--- src/rtl/if_fetch_if.sv ---
// Instruction bus between the fetch stage (master) and the instruction memory (slave).
// Single outstanding request; the ack is one cycle wide with read data in the same cycle.
interface if_fetch_if;
    logic        ibus_req;
    logic [31:0] ibus_addr;
    logic        ibus_ack;
    logic [31:0] ibus_rdata;

    modport master (
        output ibus_req,
        output ibus_addr,
        input  ibus_ack,
        input  ibus_rdata
    );

    modport slave (
        input  ibus_req,
        input  ibus_addr,
        output ibus_ack,
        output ibus_rdata
    );
endinterface

--- src/rtl/if_fetch.sv ---
// Instruction-fetch stage: owns the PC, runs one bus transaction at a time and presents
// one instruction to IF/ID, dropping responses that a redirect has made stale.
module if_fetch #(
    parameter logic [31:0] RESET_PC = 32'h0000_0000
) (
    input  logic        clk,
    input  logic        rst,
    input  logic [5:0]  stall,
    input  logic        flush,
    input  logic [31:0] new_pc,
    input  logic        branch_flag_i,
    input  logic [31:0] branch_target_address_i,
    if_fetch_if.master  ibus,
    output logic [31:0] if_pc,
    output logic [31:0] if_inst,
    output logic        stallreq
);

    typedef enum logic [1:0] {
        S_IDLE,
        S_BUSY,
        S_HOLD,
        S_DROP
    } state_t;

    state_t      r_state;
    logic [31:0] r_pc;
    logic [31:0] r_req_addr;
    logic [31:0] r_if_pc;
    logic [31:0] r_if_inst;

    logic [31:0] w_next_pc;
    logic        w_unused_stall;

    // Only the IF/ID hold bit of the stall vector concerns this stage.
    assign w_unused_stall = ^{stall[5:2], stall[0]};

    assign w_next_pc = branch_flag_i ? branch_target_address_i : (r_if_pc + 32'd4);

    always_ff @(posedge clk) begin
        if (!rst) begin
            r_state    <= S_IDLE;
            r_pc       <= RESET_PC;
            r_req_addr <= 32'd0;
            r_if_pc    <= 32'd0;
            r_if_inst  <= 32'd0;
        end else begin
            case (r_state)
                S_IDLE: begin
                    if (flush) begin
                        r_pc <= new_pc;
                    end else begin
                        r_req_addr <= r_pc;
                        r_state    <= S_BUSY;
                    end
                end
                S_BUSY: begin
                    // A flush never withdraws the request; an unacked one is drained in S_DROP.
                    if (flush) begin
                        r_pc    <= new_pc;
                        r_state <= ibus.ibus_ack ? S_IDLE : S_DROP;
                    end else if (ibus.ibus_ack) begin
                        r_if_pc   <= r_req_addr;
                        r_if_inst <= ibus.ibus_rdata;
                        r_state   <= S_HOLD;
                    end
                end
                S_HOLD: begin
                    if (flush) begin
                        r_pc    <= new_pc;
                        r_state <= S_IDLE;
                    end else if (!stall[1]) begin
                        r_pc       <= w_next_pc;
                        r_req_addr <= w_next_pc;
                        r_state    <= S_BUSY;
                    end
                end
                S_DROP: begin
                    if (flush) begin
                        r_pc <= new_pc;
                    end else if (ibus.ibus_ack) begin
                        r_state <= S_IDLE;
                    end
                end
                default: r_state <= S_IDLE;
            endcase
        end
    end

    // Bus and stall outputs depend on registered state only, never on inputs.
    assign ibus.ibus_req  = (r_state == S_BUSY) || (r_state == S_DROP);
    assign ibus.ibus_addr = {r_req_addr[31:2], 2'b00};
    assign stallreq       = (r_state != S_HOLD);
    assign if_pc          = r_if_pc;
    assign if_inst        = r_if_inst;

endmodule

--- src/flat_wrapper.sv ---
// flat-port wrapper written by rule: the top's interface ports become plain ports
module if_fetch_flat 
#(
    parameter logic [31:0] RESET_PC = 32'h0000_0000
)
  (clk, rst, stall, flush, new_pc, branch_flag_i, branch_target_address_i, if_pc, if_inst, stallreq, ibus_ibus_req, ibus_ibus_addr, ibus_ibus_ack, ibus_ibus_rdata);
  if_fetch_if ibus_i ();
  input  logic clk;
  input  logic rst;
  input  logic [5:0] stall;
  input  logic flush;
  input  logic [31:0] new_pc;
  input  logic branch_flag_i;
  input  logic [31:0] branch_target_address_i;
  output logic [31:0] if_pc;
  output logic [31:0] if_inst;
  output logic stallreq;
  output wire logic [$bits(ibus_i.ibus_req)-1:0] ibus_ibus_req;
  output wire logic [$bits(ibus_i.ibus_addr)-1:0] ibus_ibus_addr;
  input wire logic [$bits(ibus_i.ibus_ack)-1:0] ibus_ibus_ack;
  input wire logic [$bits(ibus_i.ibus_rdata)-1:0] ibus_ibus_rdata;
  assign ibus_ibus_req = ibus_i.ibus_req;
  assign ibus_ibus_addr = ibus_i.ibus_addr;
  assign ibus_i.ibus_ack = ibus_ibus_ack;
  assign ibus_i.ibus_rdata = ibus_ibus_rdata;
  if_fetch #(.RESET_PC(RESET_PC)) u_core (.clk(clk), .rst(rst), .stall(stall), .flush(flush), .new_pc(new_pc), .branch_flag_i(branch_flag_i), .branch_target_address_i(branch_target_address_i), .ibus(ibus_i), .if_pc(if_pc), .if_inst(if_inst), .stallreq(stallreq));
endmodule
--- config.mk ---
export PLATFORM = sky130hd
export DESIGN_NAME = if_fetch_flat
export DESIGN_NICKNAME = d
export VERILOG_FILES = /design/src/rtl/if_fetch_if.sv /design/src/rtl/if_fetch.sv /design/src/flat_wrapper.sv
export SDC_FILE = /design/constraint.sdc
export NUM_CORES = 1
export LEC_CHECK = 0
export BUFFER_PORTS_ARGS = -buffer_cell sky130_fd_sc_hd__buf_2
export CORE_MARGIN = 10
export CORE_UTILIZATION = 30
export CTS_BUF_LIST = sky130_fd_sc_hd__clkbuf_8
export DETAILED_ROUTE_END_ITERATION = 10
export GPL_TIMING_DRIVEN = 0
export PLACE_DENSITY = 0.63
export SLEW_MARGIN = 20
export SYNTH_ARGS = -nofsm -noshare
export SYNTH_HDL_FRONTEND = slang
export SYNTH_SLANG_ARGS = --single-unit
--- constraint.sdc ---
create_clock -name clk -period 2.8 [get_ports clk]
set_clock_uncertainty 0.1 [all_clocks]
set_input_delay 0.42 -clock clk [delete_from_list [all_inputs] [get_ports clk]]
set_output_delay 0.42 -clock clk [all_outputs]
set_load 0.1 [all_outputs]
==> summary.md <==
| Metric | Value |
|---|---|
| Area of the mapped netlist | 0.00635 sq mm |
| DR DRC count | 0 |
| Worst-path cell chain | clkbuf_1, nor2b_1, buf_2, inv_2, buf_2, buf_6 |
| Initial DRC count | 579 |
| Global-route wire length before repair | 38.2 mm |
| H-tree depth | 4 |
| Total power | ~4.7 mW |
| Gpl congestion | 0.887 |
| Largest net degree at the start of global routing | 17 |
| Sequential share of the synthesized area | 41.0% |
| Reg2Reg Setup Slack | 0.20 ns |
| Pwr/cell area | 581 mW/mm^2 |
| Pre-antenna DRT Iters | 7 |
| Most used cell, CP | buf_2 |
| Seq cells post-synth | 130 |
| Setup CP Type | reg -> out |
| Max_cap viols | 0 |
| Vias post-DR | 6,734 |
| Proportion of power drawn by combinational gates | 19.8% |
| Unrepaired setup endpoints after global routing | no |
| Crit path time final | 2.66 ns |
| PnR worst setup slack | 0.141 ns |
| Largest family of logic cells by synthesized area | compound AO/OA/AOI/OAI gates |
| Sink Count | 130 |
| Share of post-route cells with drive strength above 1 | 27.8% |
| Fmax | 0.376 GHz |
| Hold path endpoint | u_core.if_inst[28] |
| Row count | 53 |
| Worst skew pair latency | 0.45 ns |
| Worst Hold Margin | 0.118 ns |
| CP arrival | 2.14 ns |
| Fillers | 2,245 |
| Cell taking the most area after synthesis | dfxtp_1 |
| Slew Limit Fails | 0 |
| Synth Instances | between 800 and 900 |
| CTS clock-pin slew for the worst setup and hold paths | 0.08 ns |
| Critical R2R Capture | u_core.r_req_addr[23] |
| Endpoints failing hold | 0 |
| Most common cell after layout, fill and taps aside | buf_2 |
| TritonCTS clock tree | done |
| Hold_sp | ibus_ibus_rdata[28] |
| Leak pwr | 3.41 nW |
| Inserted Clock Buffers | 17 |
| CP Capture Type | output port |
| IO Port Bufs | 194 |
| Dominant synthesized flop cell | dfxtp_1 |
| Async SR Flop Fraction | 0% |
| Sequential Area | 0.00262 sq mm |
| Netlist cell types | 51 |
| Crit Path Max Fanout | 10 |
| Worst Hold Depth | 3 |
| Post-synthesis adder-cell area fraction | 0.197% |
| Post-synth EDFFs | 0 |
| Initial Utilization | 30.3% |
| GRT overflow | 0 |
| P&R area growth vs syn | 28.5% |
| CP required | between 2 and 2.5 ns |
| Ports | 205 |
| Max_slew headroom | about 43% |
| Vias in the first global route | 6,583 |
| CTS root buffer | clkbuf_8 |
| Non-filler instance count after layout | 1,307 |
| WL/cell | 19.5 microns |
| CP Buf/Inv Count | 5 |
| Slowest CP cell | buf_2 |
| Die Y | 165 microns |
| Worst-case vdd ir drop | roughly 0.32 mV |
| Yosys warns | 0 |
| Final setup vio count | 0 |
| Multi-input gate area | approximately 0.0033 sq mm |
| Place WS | -0.387 ns |
| DRT antenna net count | 0 |
| Gr usage total | 18.2% |
| Synth area leaders | dfxtp_1 (41%), nand2_1 (11%), a21boi_0 (8.7%) |
| Synth Area in XOR/XNOR | 3.45% |
| Synth top area share | between 40% and 50% |
| Seq pwr share | a little over two fifths |
| Period utilization | between 90% and 100% |
| Vias per cell | between 5 and 6 |
| Detailed Route WL | roughly 26 mm |
| Complex-gate fraction of the synthesized area | a little over a quarter |
| NetSw | 1.57 mW |
| Hold WC Path Type | in -> reg |
| Antenna violations before repair | 3 |
| Crit path max-delay family | buffers and inverters |
| Placed insts | 1,272 |
| Die area | 0.0274 sq mm |
| Power share of the clock group | between 30% and 40% |
| Reg2Reg Depth | 8 |
| Clock Path Buffers | 2 |
| Reg2reg start | u_core.if_pc[6] |
| Die X | 165 microns |
| Worst slew pin tran | 0.850 ns |
| CP Launch Type | register |
| Syn Area/Cell | 7.92 sq um |
| Status | finished, final reports clean |
| Hold-fix buffers, CTS | 0 |
| DP HPWL | 19.1 mm |
| Final nets | 1,126 |
| Switch share | 33.1% |
| Mux contribution to synthesized area | ~1.1% |
| Most frequent cells in the layout | buf_2 (197), nand2_1 (181), dfxtp_1 (117) |
| Largest stage delay on the critical path | 0.34 ns |
| Area of the core | 0.0210 sq mm |
| Post-synthesis simple-gate area fraction | 19.4% |
| Cell Int Power | 3.17 mW |
-- cell type report --
cell class / count / area share [%]
Clock inverter: 14 / 2.32
Tap cell: 275 / 4.22
Sequential cell: 130 / 32.1
Inverter: 8 / 0.368
Multi-Input combinational cell: 574 / 39.9
Antenna cell: 1 / 0.0307
Timing Repair Buffer: 196 / 12.2
Clock buffer: 18 / 3.04
Buffer: 91 / 5.86
-- cells by family after synthesis --
logic type | Yosys count
AND/OR/NAND/NOR | 276
AO/OA/AOI/OAI | 263
flip-flops | 130
buffers and inverters | 99
XOR/XNOR | 25
multiplexers | 7
adder cells (fa/ha/maj) | 1
other | 1
-- synth_stat cells, drive strengths merged (9+ instances only) --
library cell,instances
nor3,18
o211ai,17
a21oi,74
xnor2,12
and3,9
o21ai,50
nand2,181
o221ai,11
nor2,24
xor2,13
a21boi,74
clkbuf,53
buf,38
dfxtp,130
-- per-stage QoR --
step                TNS (ns)  instance area [sq um]  utilization [%]
detailed placement     -3.74                   7680             36.7
floorplan                  0                   6370                -
global route               0                   8160             38.9
global placement       -4.29                   7680             36.7
finish                     0                   8160             38.9
CTS                        0                   8130             38.8
-- flip-flops by register name (all words and copies together), names as in the netlist --
name               count
u_core.r_req_addr     32
u_core.if_inst        32
u_core.r_state         2
u_core.if_pc          32
u_core.r_pc           32
-- power by group through the flow --
| stage | logic, mW | clock network [mW] | registers, mW |
|---|---|---|---|
| after global routing | 0.993 | 1.91 | 2.01 |
| after CTS | 0.937 | 1.82 | 2.00 |
| after detailed placement | 0.933 | 0 | 2.04 |
| after floorplan | 0.586 | 0 | 2.13 |
| final | 0.939 | 1.80 | 2.00 |
| after global placement | 0.930 | 0 | 2.04 |
-- worst reg2reg max path, stage by stage, from the launching register on --
cell and delay (ns):
dfxtp_2 0.33, clkbuf_2 0.20, nand4_4 0.17, or4_4 0.59, buf_6 0.18, nor3_1 0.23
xor2_1 0.15, a221oi_1 0.37, a21oi_1 0.12
-- how the worst max path moves through the flow --
| stage | depth (start not counted) | startpoint | endpoint | slack [ns] |
|---|---|---|---|---|
| 3_3_place_gp | 9 | u_core.r_state[0] | u_core.r_pc[22] | -0.43 |
| 6_report | 6 | u_core.r_state[0] | stallreq | 0.14 |
| 5_1_grt | 6 | u_core.r_state[0] | stallreq | 0.02 |
| 4_1_cts | 7 | u_core.if_pc[2] | u_core.r_req_addr[30] | 0.03 |
| 3_5_place_dp | 9 | u_core.r_state[0] | u_core.r_pc[28] | -0.39 |
| 2_1_floorplan | 7 | u_core.if_pc[14] | u_core.r_req_addr[28] | 0.02 |
-- routing by layer --
metal / global-route usage (%) / wire length [microns]
met4: 6.15 / 590
met5: 0 / 27
met3: 7.06 / 3100
met1: 21.9 / 10200
met2: 29.0 / 11500
-- repair_timing --
item,4_1_cts,5_1_grt
setup endpoints to repair,12,6
pin swaps,0,1
gates resized for setup,5,2
buffers inserted,0,2
Note: power is estimated with default switching activity, not from simulation.
